===== src/rtl/seq_div_sixteen_eight.sv =====
// Iterative restoring divider: NW-bit dividend / DW-bit divisor, one quotient bit per clock.
// Define SELFCHK_EN to add the chk_err port and a Q*D+R back-check at completion.
module seq_div_sixteen_eight #(
    parameter int NW = 16,
    parameter int DW = 8
) (
    input  logic          clk,
    input  logic          rst,
    input  logic          start,
    input  logic [NW-1:0] N,
    input  logic [DW-1:0] D,
    output logic          busy,
    output logic          done,
    output logic [NW-1:0] Q,
    output logic [DW-1:0] R,
    output logic          dz
`ifdef SELFCHK_EN
    ,
    output logic          chk_err
`endif
);

    localparam int CW = $clog2(NW);

    typedef enum logic [1:0] {
        IDLE,
        RUN,
        DONE
    } state_t;

    state_t        state;
    logic [NW-1:0] n;
    logic [DW-1:0] d;
    logic [DW:0]   pr;
    logic [CW-1:0] cnt;

    logic [DW:0]   shifted;
    logic [DW:0]   diff;
    logic          qbit;
    logic [DW:0]   pr_next;
    logic [NW-1:0] q_next;

    // One restoring step; the partial remainder never exceeds 2*D-1, so DW+1 bits suffice.
    always_comb begin
        shifted = {pr[DW-1:0], n[NW-1]};
        diff    = shifted - {1'b0, d};
        qbit    = (shifted >= {1'b0, d});
        pr_next = qbit ? diff : shifted;
        q_next  = {Q[NW-2:0], qbit};
    end

`ifdef SELFCHK_EN
    logic [NW-1:0]    n_orig;
    logic [NW+DW-1:0] product;
    logic             chk_fail;

    always_comb begin
        product  = (NW+DW)'(q_next) * (NW+DW)'(d) + (NW+DW)'(pr_next[DW-1:0]);
        chk_fail = (product != (NW+DW)'(n_orig)) || (pr_next[DW-1:0] >= d);
    end
`endif

    always_ff @(posedge clk) begin
        if (rst) begin
            state <= IDLE;
            n     <= '0;
            d     <= '0;
            pr    <= '0;
            cnt   <= '0;
            busy  <= 1'b0;
            done  <= 1'b0;
            Q     <= '0;
            R     <= '0;
            dz    <= 1'b0;
`ifdef SELFCHK_EN
            n_orig  <= '0;
            chk_err <= 1'b0;
`endif
        end else begin
            case (state)
                IDLE: begin
                    done <= 1'b0;
                    if (start) begin
                        n    <= N;
                        d    <= D;
                        pr   <= '0;
                        cnt  <= '0;
                        busy <= 1'b1;
`ifdef SELFCHK_EN
                        n_orig  <= N;
                        chk_err <= 1'b0;
`endif
                        if (D == '0) begin
                            state <= DONE;
                            done  <= 1'b1;
                            Q     <= '1;
                            R     <= N[DW-1:0];
                            dz    <= 1'b1;
                        end else begin
                            state <= RUN;
                            Q     <= '0;
                            R     <= '0;
                            dz    <= 1'b0;
                        end
                    end
                end
                RUN: begin
                    pr  <= pr_next;
                    n   <= {n[NW-2:0], 1'b0};
                    Q   <= q_next;
                    R   <= pr_next[DW-1:0];
                    cnt <= cnt + 1'b1;
                    if (cnt == CW'(NW-1)) begin
                        state <= DONE;
                        done  <= 1'b1;
`ifdef SELFCHK_EN
                        chk_err <= chk_fail;
`endif
                    end
                end
                DONE: begin
                    state <= IDLE;
                    done  <= 1'b0;
                    busy  <= 1'b0;
                end
                default: begin
                    state <= IDLE;
                    done  <= 1'b0;
                    busy  <= 1'b0;
                end
            endcase
        end
    end

endmodule


===== config.mk =====
export PLATFORM = sky130hd
export DESIGN_NAME = seq_div_sixteen_eight
export DESIGN_NICKNAME = d
export VERILOG_FILES = /design/src/rtl/seq_div_sixteen_eight.sv
export SDC_FILE = /design/constraint.sdc
export NUM_CORES = 1
export LEC_CHECK = 0
export ABC_AREA = 1
export ABC_CLOCK_PERIOD_IN_PS = 4970
export CAP_MARGIN = 10
export CORE_ASPECT_RATIO = 1.2
export CORE_MARGIN = 2
export CORE_UTILIZATION = 40
export CTS_BUF_LIST = sky130_fd_sc_hd__clkbuf_4
export CTS_CLUSTER_SIZE = 40
export DETAILED_ROUTE_END_ITERATION = 16
export DONT_BUFFER_PORTS = 1
export GPL_TIMING_DRIVEN = 1
export MAX_ROUTING_LAYER = met4
export REMOVE_ABC_BUFFERS = 1
export SETUP_SLACK_MARGIN = 0.1
export SYNTH_ARGS = -nofsm -noshare
export SYNTH_HDL_FRONTEND = slang
export SYNTH_SLANG_ARGS = --single-unit

===== constraint.sdc =====
create_clock -name clk -period 4.97 [get_ports clk]
set_input_delay 0 -clock clk [delete_from_list [all_inputs] [get_ports clk]]
set_output_delay 0 -clock clk [all_outputs]
set_load 0.01 [all_outputs]

==> results.json, run 1 <==
{
  "final_nets": 464,
  "maxCapViolations": 0,
  "wirelength_um": 7200,
  "grt.overflow.total": 0,
  "antenna_found_initial": 0,
  "cts-root-buf": "clkbuf_4",
  "final_layout_size_suffix_gt1_frac": 0.0764,
  "fmax_mhz": 440,
  "via_per_inst": 5.20,
  "layout_common_cells": "92 x nand2_1, 65 x dfxtp_1, 53 x a21oi_1",
  "cts_made_buffers": 9,
  "outcome": "finished, final reports clean",
  "tns_ps": 0,
  "htreeDepth": 3,
  "ant_nets": 0,
  "p_leak_nw": 1.42,
  "pin_count": 54,
  "rsz0062_at_grt": "no",
  "power.density_nw_per_um2": 501,
  "startpoint_type": "register",
  "grt_pass1_wl_um": 12100,
  "yosysWarningCount": 0,
  "synth_cells": 410,
  "setup.worst_path.end_class": "register",
  "routabilityCongestion": 0.919,
  "clk_latency_ps": 400,
  "initial_core_util": 0.415,
  "crit_fanout": 36,
  "arrival_ps": 2560,
  "fp.dieArea_um2": 8310,
  "setup-violations-final": 0,
  "fin_crit_sh": 0.457,
  "wl_per_cell_um": 13.8,
  "finClkSkew_ps": 18.0,
  "period_minus_slack_ps": 2270,
  "dieHeight_um": 99.4,
  "grt_max_degree": 49,
  "clock_path_buffers": 2,
  "final_max_slew_viol_count": 0,
  "cp.required_ps": 5260,
  "die-width_um": 83.5,
  "dpl.hpwl_um": 4890,
  "hold_path.class": "input pin to register",
  "antenna_cells": 0,
  "first_global_vias": 2581,
  "worst_pin_slew_ps": 735,
  "core_area_um2": 7320,
  "fin_area_um2": 3480,
  "finalHoldViolations": 0,
  "ctsResizeCount": 0,
  "layout_commonest_cell": "nand2_1",
  "drt_first_pass_iters": 4,
  "syn_area_um2": 3040,
  "synth.distinct_cells": 32,
  "areaGrowthSynthToFinish_pct": 14.5,
  "rows": 34,
  "clock_sinks": 65,
  "grt_use_total": 0.185,
  "vdd_drop_max_mv": 0.232,
  "path_clk_slew_ps": 120,
  "tritoncts": "yes",
  "syn_area_per_cell_um2": 7.41,
  "io_buffers": 0,
  "ys_seq_area_frac": 0.429,
  "slew_headroom": 0.508,
  "placed_area_um2": 3060,
  "drc": 0,
  "ys_seq_elements": 65,
  "num_vias": 2714,
  "crit_type": "register to register",
  "initialDrtViolationCount": 102
}
[logic make-up after synthesis]
group	Yosys count	share of synthesized area
compound gates	130	0.229
xor+xnor	3	0.00865
fa+ha+maj	10	0.0437
buf+inv	58	0.0783
flops	65	0.429
simple gates	144	0.212
[layout make-up]
class	instances	area, µm²
well taps	90	113
multi-input cells	287	1500
repair buffers	30	310
flip-flops and latches	65	1300
fillers	768	3840
clock buffers	9	67.6
inverters	34	128
clock inverters	7	61.3
[sequential cells by signal, summed over array words and instances, names as in the netlist]
| register | cells |
|---|---|
| R | 8 |
| Q | 16 |
| dz | 1 |
| n | 16 |
| cnt | 4 |
| done | 1 |
| pr | 8 |
| state | 2 |
| busy | 1 |
| d | 8 |
[through the flow]
step	util	hold WS, ps	instances	worst slack [ps]	power (W)
floorplan	-	62.4	386	2730	0.00125
global placement	0.418	66.8	479	2760	0.00139
detailed placement	0.418	68.4	479	2680	0.00140
CTS	0.470	21.6	520	2670	0.00176
global route	0.475	79.5	522	2360	0.00190
finish	0.475	59.5	522	2700	0.00174
[timing repair]
item | in CTS | in global routing
setup buffers | 0 | 0
hold buffers | 25 | 1
hold endpoints to repair | 47 | 7
[worst max-delay path, cell delays in order (launching register included)]
cell      delay, ps
dfxtp_1         340
nor2_1          120
nand2_2         270
nand2_1         430
buf_4           380
nand2_1         130
inv_2           220
o21ai_0         130
o211ai_1        100
inv_1            50
[synth_stat cells (all sizes together)]
master  number  area (µm²)
a32oi        1        8.76
a211oi       1        7.51
nor3         1        10.0
xnor2        1        8.76
clkinv       1        3.75
fa           1        20.0
or2          1        6.26
a21oi       55         283
nand3       17        95.1
a31oi       15        93.8
nand2       97         387
buf         12        63.8
o21ai       53         265
inv         33         124
nand4        1        6.26
o211ai       5        37.5
clkbuf      12        46.3
dfxtp       65        1300
xor2         2        17.5
ha           9         113
nand3b       8        60.1
nor2        19        78.8
[path summary, 6_finish.rpt]
check | cells past startpoint | from | end | slack (ps)
worst max-delay path | 9 | state[0] | Q[12] | 2700
worst max register to register | 9 | state[0] | Q[12] | 2700
worst min register to register | 2 | n[3] | n[4] | 460
worst min-delay path | 2 | start | busy | 60
[where the power goes]
| group | internal [W] | switching [W] | leakage (nW) |
|---|---|---|---|
| clock | 0.000148 | 0.000183 | 0.0729 |
| combinational | 0.000273 | 0.000453 | 0.816 |
| sequential | 0.000606 | 0.0000784 | 0.536 |
[metal layers]
metal / track usage / wire [µm]
met5: - / 0
met1: 0.217 / 3160
met3: 0.0407 / 311
met2: 0.295 / 3520
met4: 0.107 / 211
(Power assumes the default switching activity.)
==> run 2: changes to the inputs <==
--- a/config.mk
+++ b/config.mk
@@ -5,8 +5,8 @@
 export SDC_FILE = /design/constraint.sdc
 export NUM_CORES = 1
 export LEC_CHECK = 0
-export ABC_AREA = 1
-export ABC_CLOCK_PERIOD_IN_PS = 4970
+export ABC_AREA = 0
+export ABC_CLOCK_PERIOD_IN_PS = 2300
 export CAP_MARGIN = 10
 export CORE_ASPECT_RATIO = 1.2
 export CORE_MARGIN = 2
==> constraint.sdc (replaced) <==
create_clock -name clk -period 2.3 [get_ports clk]
set_input_delay 0 -clock clk [delete_from_list [all_inputs] [get_ports clk]]
set_output_delay 0 -clock clk [all_outputs]
set_load 0.01 [all_outputs]
==> results.json, run 2 <==
{
  "outcome": "finished, violations left",
  "violations": "DRC",
  "grt_max_degree": 57,
  "setup.worst_path.end_class": "register",
  "power.density_nw_per_um2": 812,
  "multi_input_area_um2": 1730,
  "pin_count": 54,
  "crit_type": "register to register",
  "dieHeight_um": 102,
  "via_per_inst": 5.44,
  "finalHoldViolations": 0,
  "grt_busiest_layer": "met2",
  "tritoncts": "yes",
  "drc": 5,
  "routabilityCongestion": 0.793,
  "tns_ps": 0,
  "synth.distinct_cells": 51,
  "num_vias": 2747,
  "setup-violations-final": 0,
  "layout_common_cells": "66 x nor2_1, 65 x dfxtp_1, 43 x nand2_1",
  "synth.most_common_cell": "nor2_1",
  "synthDominantCellAreaShare": 0.405,
  "fp.dieArea_um2": 8770,
  "antenna_cells": 0,
  "layout_commonest_cell": "nor2_1",
  "path_clk_slew_ps": 130,
  "synth_cells": 383,
  "fmax_mhz": 486,
  "hold_path.class": "input pin to register",
  "crit_fanout": 16,
  "io_buffers": 0,
  "dpl.hpwl_um": 5060,
  "ys_seq_area_frac": 0.405,
  "core_area_um2": 7750,
  "antenna_found_initial": 0,
  "grt_pass1_wl_um": 12500,
  "clock_path_buffers": 2,
  "fin_crit_sh": 0.895,
  "drt_first_pass_iters": 10,
  "synth_edf_count": 0,
  "final_layout_size_suffix_gt1_frac": 0.157,
  "first_global_vias": 2551,
  "ys_seq_elements": 65,
  "worst_pin_slew_ps": 639,
  "ys_top_cells_by_count": "66 x nor2_1, 65 x dfxtp_1, 43 x nand2_1, 24 x a21oi_1",
  "clk_latency_ps": 410,
  "syn_area_per_cell_um2": 8.39,
  "synth-main-ff-cell": "dfxtp_1",
  "use_met1": 0.230,
  "maxCapViolations": 0,
  "grt.overflow.total": 0,
  "met2_usage": 0.297,
  "cts_made_buffers": 9,
  "ant_nets": 0,
  "initial_core_util": 0.415,
  "synth_area_leaders": "dfxtp_1 40%, nor2_1 7.7%, nand2_1 5.0%",
  "rsz0062_at_grt": "no",
  "yosysWarningCount": 0,
  "slew_headroom": 0.572,
  "htreeDepth": 3,
  "vdd_drop_max_mv": 0.336,
  "grt_use_total": 0.188,
  "period_minus_slack_ps": 2060,
  "cp.required_ps": 2620,
  "startpoint_type": "register",
  "rows": 35,
  "reg_top3": "Q (16), n (16)",
  "final_nets": 445,
  "arrival_ps": 2380,
  "fillers": 744,
  "grtUsageMet3": 0.0517,
  "placedCellCount": 455,
  "areaGrowthSynthToFinish_pct": 17.4,
  "synth-async-reset-ratio": 0,
  "p_leak_nw": 1.45,
  "cts-root-buf": "clkbuf_4",
  "fin_cells": 505,
  "initialDrtViolationCount": 124,
  "wirelength_um": 7750,
  "syn_area_um2": 3210,
  "final_max_slew_viol_count": 0,
  "seqCellArea_um2": 1300,
  "clock_sinks": 65,
  "wl_per_cell_um": 15.3,
  "die-width_um": 85.8,
  "finClkSkew_ps": 16.4,
  "yosys.area.top_type": "dfxtp_1"
}
run 2: cells by family after synthesis:
logic type | synth area share
buffers and inverters | 0.0646
flip-flops | 0.405
AND/OR/NAND/NOR | 0.236
AO/OA/AOI/OAI | 0.220
adder cells (fa/ha/maj) | 0.0413
multiplexers | 0.0253
XOR/XNOR | 0.00818
run 2: worst paths after layout:
path                            startpoint  endpoint  slack, ps  cells past startpoint
worst max-delay path              state[0]      Q[3]        240                      6
worst min-delay path                  D[4]      R[3]         60                      4
worst max register to register    state[0]      Q[3]        240                      6
worst min register to register       pr[7]     pr[7]        460                      2
run 2: power by group:
part	switching [W]	internal, W
clock network	0.000443	0.000440
registers	0.000108	0.00124
logic	0.000475	0.000363
total	0.00103	0.00204
run 2: layer usage:
layer	vias to the layer above	share of wire
li1	1399	-
met1	1279	0.45
met2	61	0.48
met3	8	0.057
met4	0	0.013
met5	-	0
run 2: area by class of cell:
class,count,area share
clock buffer,9,0.0179
clock inverter,7,0.0252
inverter,14,0.0139
multi-input combinational,277,0.458
sequential,65,0.345
tap,92,0.0305
timing repair buffer,41,0.109
run 2: worst max-delay path: stages, from the launching register on:
cell,delay [ps]
dfxtp_1,530
nor2_1,140
nor2_4,260
o21ai_4,240
a21oi_2,180
nor3_2,60
dlygate4sd3_1,560
run 2: repair_timing:
action                                  in CTS  in global routing
endpoints found under the setup margin       0                  6
hold endpoints to repair                    65                  0
hold buffers                                30                  0
setup buffers                                0                  4
gates resized for setup                      0                  2
run 2: through the flow:
step | total power (W) | worst slack, ps | utilization | hold slack [ps] | area [µm²]
floorplan | 0.00192 | -716 | - | 69.1 | 3060
global placement | 0.00209 | 282 | 0.418 | 81.1 | 3240
detailed placement | 0.00210 | 221 | 0.418 | 80.6 | 3240
CTS | 0.00305 | 131 | 0.480 | 40.1 | 3720
global route | 0.00325 | 157 | 0.487 | 32.3 | 3770
finish | 0.00307 | 240 | 0.487 | 61.8 | 3770
==> run 3: changes to the inputs <==
--- a/config.mk
+++ b/config.mk
@@ -10,13 +10,14 @@
 export CAP_MARGIN = 10
 export CORE_ASPECT_RATIO = 1.2
 export CORE_MARGIN = 2
-export CORE_UTILIZATION = 40
+export CORE_UTILIZATION = 60
 export CTS_BUF_LIST = sky130_fd_sc_hd__clkbuf_4
 export CTS_CLUSTER_SIZE = 40
 export DETAILED_ROUTE_END_ITERATION = 16
 export DONT_BUFFER_PORTS = 1
 export GPL_TIMING_DRIVEN = 1
 export MAX_ROUTING_LAYER = met4
+export PLACE_DENSITY = 0.81
 export REMOVE_ABC_BUFFERS = 1
 export SETUP_SLACK_MARGIN = 0.1
 export SYNTH_ARGS = -nofsm -noshare
==> results.json, run 3 (synthesized netlist as in run 2, its figures left out) <==
{
  "cts-root-buf": "clkbuf_4",
  "arrival_ps": 2440,
  "fin_crit_sh": 0.914,
  "maxCapViolations": 0,
  "cts_made_buffers": 9,
  "final_nets": 446,
  "startpoint_type": "register",
  "fin_cells": 476,
  "tritoncts": "yes",
  "htreeDepth": 3,
  "via_per_inst": 5.83,
  "clk_latency_ps": 410,
  "crit-reg2reg-launch": "d[6]",
  "drt_first_pass_iters": 4,
  "placed_area_um2": 3210,
  "worst_pin_slew_ps": 606,
  "initialDrtViolationCount": 254,
  "cp.required_ps": 2640,
  "fp.dieArea_um2": 5960,
  "placedCellCount": 426,
  "finalHoldViolations": 0,
  "clock_path_buffers": 2,
  "wirelength_um": 7380,
  "fmax_mhz": 476,
  "antenna_cells": 0,
  "setup.worst_path.end_class": "register",
  "crit_type": "register to register",
  "tns_ps": 0,
  "fin_area_um2": 3730,
  "vdd_drop_max_mv": 0.438,
  "first_global_vias": 2802,
  "pin_count": 54,
  "initial_core_util": 0.615,
  "routabilityCongestion": 0.787,
  "fin_ws_ps": 198,
  "reg2reg_setup_slack_ps": 200,
  "period_minus_slack_ps": 2100,
  "rsz0062_at_grt": "no",
  "outcome": "finished, final reports clean",
  "path_clk_slew_ps": 110,
  "core_area_um2": 5230,
  "grt_use_total": 0.272,
  "rr_endpoint": "pr[0]",
  "areaGrowthSynthToFinish_pct": 16.2,
  "slew_headroom": 0.594,
  "grt.overflow.total": 0,
  "dpl.hpwl_um": 4690,
  "ant_nets": 0,
  "reg_top3": "Q (16), n (16)",
  "worstSetupEndpoint": "pr[0]",
  "layout_commonest_cell": "nor2_1",
  "power.density_nw_per_um2": 817,
  "dieHeight_um": 84.2,
  "place_ws_ps": 182,
  "whs_ps": 33.9,
  "finClkSkew_ps": 10.0,
  "die-width_um": 70.8,
  "grt_max_degree": 57,
  "grt_pass1_wl_um": 12700,
  "final_layout_size_suffix_gt1_frac": 0.147,
  "final_max_slew_viol_count": 0,
  "critPathLaunch": "d[6]",
  "p_leak_nw": 1.46,
  "crit_fanout": 9,
  "layout_common_cells": "66 x nor2_1, 64 x dfxtp_1, 43 x nand2_1",
  "rows": 29,
  "hold_path.class": "input pin to register",
  "post_cts_buffers": 0,
  "num_vias": 2776,
  "io_buffers": 0,
  "setup-violations-final": 0,
  "clock_sinks": 65,
  "antenna_found_initial": 0,
  "wl_per_cell_um": 15.5,
  "rr_worst_depth": 7,
  "drc": 0
}
## run 3: cell count changes in the layout (fill, tap and decap cells not counted)
cell | before | now
clkinv_4 | 2 | 1
clkbuf_4 | 9 | 10
buf_4 | 10 | 8
dfxtp_1 | 65 | 64
buf_12 | 1 | 0
dfxtp_2 | 0 | 1
clkinvlp_4 | 1 | 0
a211oi_1 | 2 | 3
a211oi_2 | 2 | 1
clkinv_1 | 0 | 1
dlygate4sd3_1 | 29 | 33
## run 3: what timing repair did
| action | 4_1_cts | 5_1_grt |
|---|---|---|
| hold endpoints to repair | 65 | 0 |
| hold buffers | 34 | 0 |
| resized for setup | 0 | 2 |
| endpoints found under the setup margin | 0 | 12 |
## run 3: critical path: stages (launching register included)
cell	delay (ps)
dfxtp_1	330
inv_1	60
ha_1	410
a21oi_2	250
o221ai_2	140
a21oi_4	280
mux2_2	400
o21ai_1	160
## run 3: worst min path at each step
stage	startpoint	to	cells past startpoint	slack [ps]
floorplan	rst	done	1	70
global placement	rst	d[2]	1	80
detailed placement	rst	dz	1	80
CTS	start	n[1]	3	0.2
global route	start	n[1]	3	40
finish	start	n[1]	3	30
## run 3: report_power, final
part | switching [W] | internal (W) | total, W
combinational | 0.000483 | 0.000358 | 0.000841
sequential | 0.000106 | 0.00124 | 0.00134
clock | 0.000418 | 0.000448 | 0.000866
total | 0.00101 | 0.00204 | 0.00305
## run 3: layout make-up
class / instances / area, µm²
Multi-Input combinational cell: 277 / 1730
Fill cell: 418 / 1490
Sequential cell: 65 / 1300
Timing Repair Buffer: 42 / 418
Clock inverter: 6 / 82.6
Tap cell: 62 / 77.6
Clock buffer: 10 / 75.1
Inverter: 14 / 52.6
## run 3: layer usage
metal  up-vias  track usage  share of wire
met3         8       0.0660          0.056
met1      1304        0.321           0.43
li1       1393            -              -
met2        71        0.444           0.50
met5         -            -              0
met4         0        0.106          0.011
## run 3: metrics by stage
step	power, W	util
final	0.00305	0.715
after global routing	0.00321	0.715
after CTS	0.00303	0.713
after detailed placement	0.00210	0.614
after global placement	0.00207	0.614
after floorplan	0.00192	-
